### src/rtl/bit_serializer_pkg.sv
// Shared types and defaults for the bit serializer.
// The SER_PARITY state exists only when BIT_SERIALIZER_PARITY_EN is defined.
package bit_serializer_pkg;

    localparam int unsigned SER_DEFAULT_WIDTH = 8;

    typedef enum logic [1:0] {
        SER_IDLE,
        SER_SHIFT
`ifdef BIT_SERIALIZER_PARITY_EN
        ,
        SER_PARITY
`endif
    } ser_state_t;

endpackage

### src/rtl/bit_serializer_if.sv
// Word handshake plus serial stream bundle between a word producer and the serializer.
interface bit_serializer_if #(
    parameter int unsigned WIDTH = bit_serializer_pkg::SER_DEFAULT_WIDTH
);
    logic [WIDTH-1:0] in_data;
    logic             in_valid;
    logic             in_ready;
    logic             ser_out;
    logic             ser_valid;
    logic             word_start;
    logic             busy;

    modport master (
        output in_data, in_valid,
        input  in_ready, ser_out, ser_valid, word_start, busy
    );

    modport slave (
        input  in_data, in_valid,
        output in_ready, ser_out, ser_valid, word_start, busy
    );
endinterface

### src/rtl/ser_hold_buf.sv
// One-entry holding buffer that lets the next word wait while the shifter is busy.
// Owns in_ready: ready whenever the slot is empty and reset is released.
module ser_hold_buf #(
    parameter int unsigned WIDTH = 8
) (
    input  logic             clk,
    input  logic             reset,
    input  logic             wr_i,
    input  logic             rd_i,
    input  logic [WIDTH-1:0] wdata_i,
    output logic [WIDTH-1:0] rdata_o,
    output logic             full_o,
    output logic             in_ready_o
);
    logic [WIDTH-1:0] data_q;
    logic             full_q;

    always_ff @(posedge clk or posedge reset) begin
        if (reset) begin
            data_q <= '0;
            full_q <= 1'b0;
        end else begin
            if (wr_i) begin
                data_q <= wdata_i;
                full_q <= 1'b1;
            end else if (rd_i) begin
                full_q <= 1'b0;
            end
        end
    end

    assign rdata_o    = data_q;
    assign full_o     = full_q;
    assign in_ready_o = !reset && !full_q;
endmodule

### src/rtl/bit_serializer.sv
// Parallel-to-serial front end: WIDTH-bit words out MSB-first on a registered line.
// Define BIT_SERIALIZER_PARITY_EN to append an even-parity bit after each word.
module bit_serializer
    import bit_serializer_pkg::*;
#(
    parameter int unsigned WIDTH = SER_DEFAULT_WIDTH
) (
    input logic             clk,
    input logic             reset,
    bit_serializer_if.slave bus
);
    localparam int unsigned CntW = $clog2(WIDTH + 1);

    ser_state_t       state_q, state_d;
    logic [WIDTH-1:0] shift_q, shift_d;
    logic [CntW-1:0]  cnt_q, cnt_d;
    logic             ser_out_q, ser_out_d;
    logic             ser_valid_q, ser_valid_d;
    logic             word_start_q, word_start_d;
`ifdef BIT_SERIALIZER_PARITY_EN
    logic             parity_q, parity_d;
`endif

    logic             hold_full, hold_wr, hold_rd;
    logic [WIDTH-1:0] hold_data, load_word;
    logic             accept, last_bit, eow, load;

    assign accept   = bus.in_valid && bus.in_ready;
    assign last_bit = (state_q == SER_SHIFT) && (cnt_q == '0);
`ifdef BIT_SERIALIZER_PARITY_EN
    assign eow      = (state_q == SER_PARITY);
`else
    assign eow      = last_bit;
`endif
    // A held word always wins at end-of-word; in_ready is low then, so no accept can collide.
    assign load      = ((state_q == SER_IDLE) && accept) || (eow && (hold_full || accept));
    assign load_word = (eow && hold_full) ? hold_data : bus.in_data;
    assign hold_rd   = eow && hold_full;
    assign hold_wr   = accept && (state_q != SER_IDLE) && !eow;

    ser_hold_buf #(
        .WIDTH(WIDTH)
    ) u_hold_buf (
        .clk       (clk),
        .reset     (reset),
        .wr_i      (hold_wr),
        .rd_i      (hold_rd),
        .wdata_i   (bus.in_data),
        .rdata_o   (hold_data),
        .full_o    (hold_full),
        .in_ready_o(bus.in_ready)
    );

    always_ff @(posedge clk or posedge reset) begin
        if (reset) begin
            state_q      <= SER_IDLE;
            shift_q      <= '0;
            cnt_q        <= '0;
            ser_out_q    <= 1'b0;
            ser_valid_q  <= 1'b0;
            word_start_q <= 1'b0;
`ifdef BIT_SERIALIZER_PARITY_EN
            parity_q     <= 1'b0;
`endif
        end else begin
            state_q      <= state_d;
            shift_q      <= shift_d;
            cnt_q        <= cnt_d;
            ser_out_q    <= ser_out_d;
            ser_valid_q  <= ser_valid_d;
            word_start_q <= word_start_d;
`ifdef BIT_SERIALIZER_PARITY_EN
            parity_q     <= parity_d;
`endif
        end
    end

    always_comb begin
        state_d = state_q;
        unique case (state_q)
            SER_IDLE: if (accept) state_d = SER_SHIFT;
            SER_SHIFT: begin
                if (last_bit) begin
`ifdef BIT_SERIALIZER_PARITY_EN
                    state_d = SER_PARITY;
`else
                    state_d = load ? SER_SHIFT : SER_IDLE;
`endif
                end
            end
`ifdef BIT_SERIALIZER_PARITY_EN
            SER_PARITY: state_d = load ? SER_SHIFT : SER_IDLE;
`endif
            default: state_d = SER_IDLE;
        endcase
    end

    // shift_q holds the bits still to come, left-aligned; ser_out_q is the bit on the wire.
    always_comb begin
        shift_d      = shift_q;
        cnt_d        = cnt_q;
        ser_out_d    = ser_out_q;
        ser_valid_d  = ser_valid_q;
        word_start_d = 1'b0;
`ifdef BIT_SERIALIZER_PARITY_EN
        parity_d     = parity_q;
`endif
        if (load) begin
            shift_d      = load_word << 1;
            cnt_d        = CntW'(WIDTH - 1);
            ser_out_d    = load_word[WIDTH-1];
            ser_valid_d  = 1'b1;
            word_start_d = 1'b1;
`ifdef BIT_SERIALIZER_PARITY_EN
            parity_d     = ^load_word;
`endif
        end else if ((state_q == SER_SHIFT) && !last_bit) begin
            shift_d   = shift_q << 1;
            cnt_d     = cnt_q - CntW'(1);
            ser_out_d = shift_q[WIDTH-1];
        end
`ifdef BIT_SERIALIZER_PARITY_EN
        else if (last_bit) begin
            ser_out_d = parity_q;
        end
`endif
        else begin
            ser_out_d   = 1'b0;
            ser_valid_d = 1'b0;
        end
    end

    assign bus.ser_out    = ser_out_q;
    assign bus.ser_valid  = ser_valid_q;
    assign bus.word_start = word_start_q;
    assign bus.busy       = (state_q != SER_IDLE) || hold_full;
endmodule
### src/flat_wrapper.sv
// flat-port wrapper written by rule: the top's interface ports become plain ports
module bit_serializer_flat import bit_serializer_pkg::*;
#(
    parameter int unsigned WIDTH = SER_DEFAULT_WIDTH
)
  (clk, reset, bus_in_data, bus_in_valid, bus_in_ready, bus_ser_out, bus_ser_valid, bus_word_start, bus_busy);
  bit_serializer_if #(.WIDTH(WIDTH)) bus_i ();
  input logic clk;
  input logic reset;
  input wire logic [$bits(bus_i.in_data)-1:0] bus_in_data;
  input wire logic [$bits(bus_i.in_valid)-1:0] bus_in_valid;
  output wire logic [$bits(bus_i.in_ready)-1:0] bus_in_ready;
  output wire logic [$bits(bus_i.ser_out)-1:0] bus_ser_out;
  output wire logic [$bits(bus_i.ser_valid)-1:0] bus_ser_valid;
  output wire logic [$bits(bus_i.word_start)-1:0] bus_word_start;
  output wire logic [$bits(bus_i.busy)-1:0] bus_busy;
  assign bus_i.in_data = bus_in_data;
  assign bus_i.in_valid = bus_in_valid;
  assign bus_in_ready = bus_i.in_ready;
  assign bus_ser_out = bus_i.ser_out;
  assign bus_ser_valid = bus_i.ser_valid;
  assign bus_word_start = bus_i.word_start;
  assign bus_busy = bus_i.busy;
  bit_serializer #(.WIDTH(WIDTH)) u_core (.clk(clk), .reset(reset), .bus(bus_i));
endmodule
### config.mk
export PLATFORM = sky130hd
export DESIGN_NAME = bit_serializer_flat
export DESIGN_NICKNAME = d
export VERILOG_FILES = /design/src/rtl/bit_serializer_pkg.sv /design/src/rtl/bit_serializer_if.sv /design/src/rtl/ser_hold_buf.sv /design/src/rtl/bit_serializer.sv /design/src/flat_wrapper.sv
export SDC_FILE = /design/constraint.sdc
export NUM_CORES = 1
export LEC_CHECK = 0
export ABC_AREA = 1
export ABC_CLOCK_PERIOD_IN_PS = 1600
export CORE_UTILIZATION = 35
export CTS_CLUSTER_DIAMETER = 50
export DETAILED_ROUTE_END_ITERATION = 12
export GPL_ROUTABILITY_DRIVEN = 0
export PLACE_DENSITY = 0.55
export RECOVER_POWER = 25
export SLEW_MARGIN = 20
export SYNTH_ARGS = -nofsm -noshare
export SYNTH_HDL_FRONTEND = slang
export SYNTH_SLANG_ARGS = --single-unit
### constraint.sdc
create_clock -name clk -period 1.6 [get_ports clk]
set_clock_uncertainty 0.2 [all_clocks]
set_input_delay 0.16 -clock clk [delete_from_list [all_inputs] [get_ports clk]]
set_output_delay 0.16 -clock clk [all_outputs]
set_load 0.01 [all_outputs]
==> qor.txt <==
Worst Path Buf+Inv: 1
Residual DRC: 0
Leakage: 0.000845 uW
Final period util: 95.5%
Number of placed I/O pins: 16
Synthesized area per cell: 8.04 sq um
Worst Hold Class: input port to register
Final hold violation count: 0
DRT Wirelength: 2.59 mm
M1 WL: 1.25 mm
F_max: 655 MHz
DPL Wire Length: 1.91 mm
Synth Register Bits: 24
Final worst slack: 72.5 ps
Multi-input logic area: 527 sq um
Critical Path, Cell by Cell: nor2_1, dlygate4sd2_1
Tmin final: 1530 ps
Crit path largest cell delay: 430 ps
Via/cell ratio: 4.75
Critical R2R Launch: u_core.cnt_q[0]$_DFFE_PP0P_
N_diodes: 0
Final nets: 190
CP Data Arrival Time: 1170 ps
Antenna-violating nets left: 0
Origin of the worst setup path: u_core.u_hold_buf.full_o$_DFFE_PP0P_
Die Footprint: 0.00364 sq mm
Top sig layer: met4
Internal cell power: 1590 uW
Final Slew Violations: 0
Warnings, synthesis: 0
Yosys top cell area share: 50.5%
Crit Path Max Fanout: 4
Overall routing resource usage: 17.5%
Clock transition at path regs: 140 ps
Hold slack final: 213 ps
Die W: 60.3 um
Vias in the first global route: 1026
Layout cell share with drive strength beyond 1: 18.1%
Top cells by area, synth: dfrtp_1 50%, nand2_1 20%, nand3_1 10%
Required @ worst endpoint: 1240 ps
Hold_buf cts: 0
Initial antenna violation count: 0
Area growth, synth to finish: 29.3%
CP endpoint: bus_in_ready
Worst r2r dst: u_core.cnt_q[1]$_DFFE_PP0P_
P per Cell Area: 1730 mW/mm^2
Fillers: 320
Longest Clk Path Bufs: 2
Fin area: 0.00154 sq mm
Met3 WL post-DR: 85 um
Kind of critical path: register to output pin
Clock group share of total power: 12.2%
Cell taking the most area after synthesis: dfrtp_1
FF-to-FF path depth: 8
VDD IR max: 0.000643 V
1st-iter DRT viols: 29
Met2 WL: 1.24 mm
Maximum level of the CTS H-tree: 1
Routed WL per cell: 11.7 um
Core Region: 0.00313 sq mm
RSZ-0062 raised after global routing: false
Num Clock Sinks: 24
Crit path launch type: register
Post-synthesis sequential area ratio: 50.5%
Crit-path leading delay family: flip-flops
Slew @ Worst Pin: 603 ps
Worst-Skew Late Latency: 320 ps
Worst R2R Setup Slack: 90 ps
Max_cap viols: 0
Initial Util: 38.0%
Sw Share: 40.3%
Commonest non-fill, non-tap cell in the layout: nand2_1
Register Area: 601 sq um
Total number of vias: 1049
Hold path cells: 3
Status: finished clean
Type of destination of the critical path: output pin
Cell area after synthesis: 0.00119 sq mm
Slew HR: 59.8%
Residual overflow from global routing: 0
IO Port Bufs: 15
Setup violators final: 0
Unique masters post-synth: 20
Syn Nets: 160
Chip height: 60.3 um
Most frequent cells in the layout: 62 x nand2_1, 24 x nand3_1, 24 x dfrtp_1, 11 x buf_4, 9 x clkdlybuf4s50_1
Clock Tree Root: clkbuf_4
Largest net degree at the start of global routing: 25
Stages on the worst setup path: 2
P_sw: 1070 uW
Pre-antenna DRT Iters: 4
CTS tree: built
Post-Syn Instances: 148
Pre-CTS WS: -44.5 ps
First-pass GRT wire length: 4.63 mm
Worst path slowest cell: dfrtp_1
Combinational share of power: 50.0%
Sequential power share: 37.8%
Placed cell areas: 0.00148 sq mm
Std-Cell Rows: 20
TritonCTS buffer count: 3
## logic make-up after synthesis
| kind of cell | synth area share (%) |
|---|---|
| compound gates | 1.68 |
| fa+ha+maj | 1.05 |
| buf+inv | 6.94 |
| flops | 50.5 |
| simple gates | 39.9 |
## timing repair
| action | CTS | global route |
|---|---|---|
| buffers inserted | 0 | 0 |
| setup endpoints to repair | 3 | 24 |
| gates resized for setup | 6 | 7 |
## through the flow
stage	utilization, %	setup TNS [ps]	instances	power (uW)
after detailed placement	47.3	-96.8	217	2310
after global routing	49.2	0	221	2900
after CTS	48.4	0	221	2640
final	49.2	0	221	2660
after floorplan	-	0	148	1800
after global placement	47.3	-13.0	217	2280
## registers in the layout, summed over array words and instances, names as in the netlist
| signal | flops |
|---|---|
| u_core.bus.ser_valid | 1 |
| u_core.shift_q | 7 |
| u_core.state_q | 1 |
| u_core.u_hold_buf.full_o | 1 |
| u_core.bus.word_start | 1 |
| u_core.cnt_q | 4 |
| u_core.u_hold_buf.rdata_o | 8 |
| u_core.bus.ser_out | 1 |
## synth_stat cells, drive strengths merged
library cell / number
nand2: 66
nand3: 25
dfrtp: 24
inv: 11
nand4: 6
buf: 4
o21ai: 4
nor2: 3
clkinv: 2
ha: 1
nor3: 1
or2: 1
## power groups by stage
stage	clock network (uW)	logic, uW	registers (uW)
detailed placement	0	1290	1020
finish	324	1330	1010
global placement	0	1260	1010
floorplan	0	794	1010
global route	366	1500	1040
CTS	340	1290	1010
## tightest hold or removal path: cells and delay by family
kind | cells | cell delay, ps
simple gates | 2 | 140
buf+inv | 1 | 420
## metal layers
metal	vias up	GRT usage, %
li1	537	-
met2	22	29.2
met5	-	0
met4	0	6.98
met1	488	23.1
met3	2	1.95
## area by class of cell
type	count	area share, %
clock buffer	4	2.36
inverter	13	3.25
multi-input combinational	107	34.2
sequential	24	39.0
tap	44	3.58
timing repair buffer	29	17.6
## worst min path at each step
stage	startpoint	to	slack, ps
after CTS	reset	u_core.u_hold_buf.rdata_o[1]$_DFFE_PP0P_	30
after floorplan	reset	u_core.bus.ser_out$_DFF_PP0_	-30
final	bus_in_data[5]	u_core.u_hold_buf.rdata_o[5]$_DFFE_PP0P_	210
after global placement	u_core.u_hold_buf.rdata_o[1]$_DFFE_PP0P_	u_core.u_hold_buf.rdata_o[1]$_DFFE_PP0P_	250
after global routing	bus_in_data[6]	u_core.u_hold_buf.rdata_o[6]$_DFFE_PP0P_	220
after detailed placement	u_core.bus.ser_valid$_DFFE_PP0P_	u_core.bus.ser_valid$_DFFE_PP0P_	260
(Power assumes the default switching activity.)
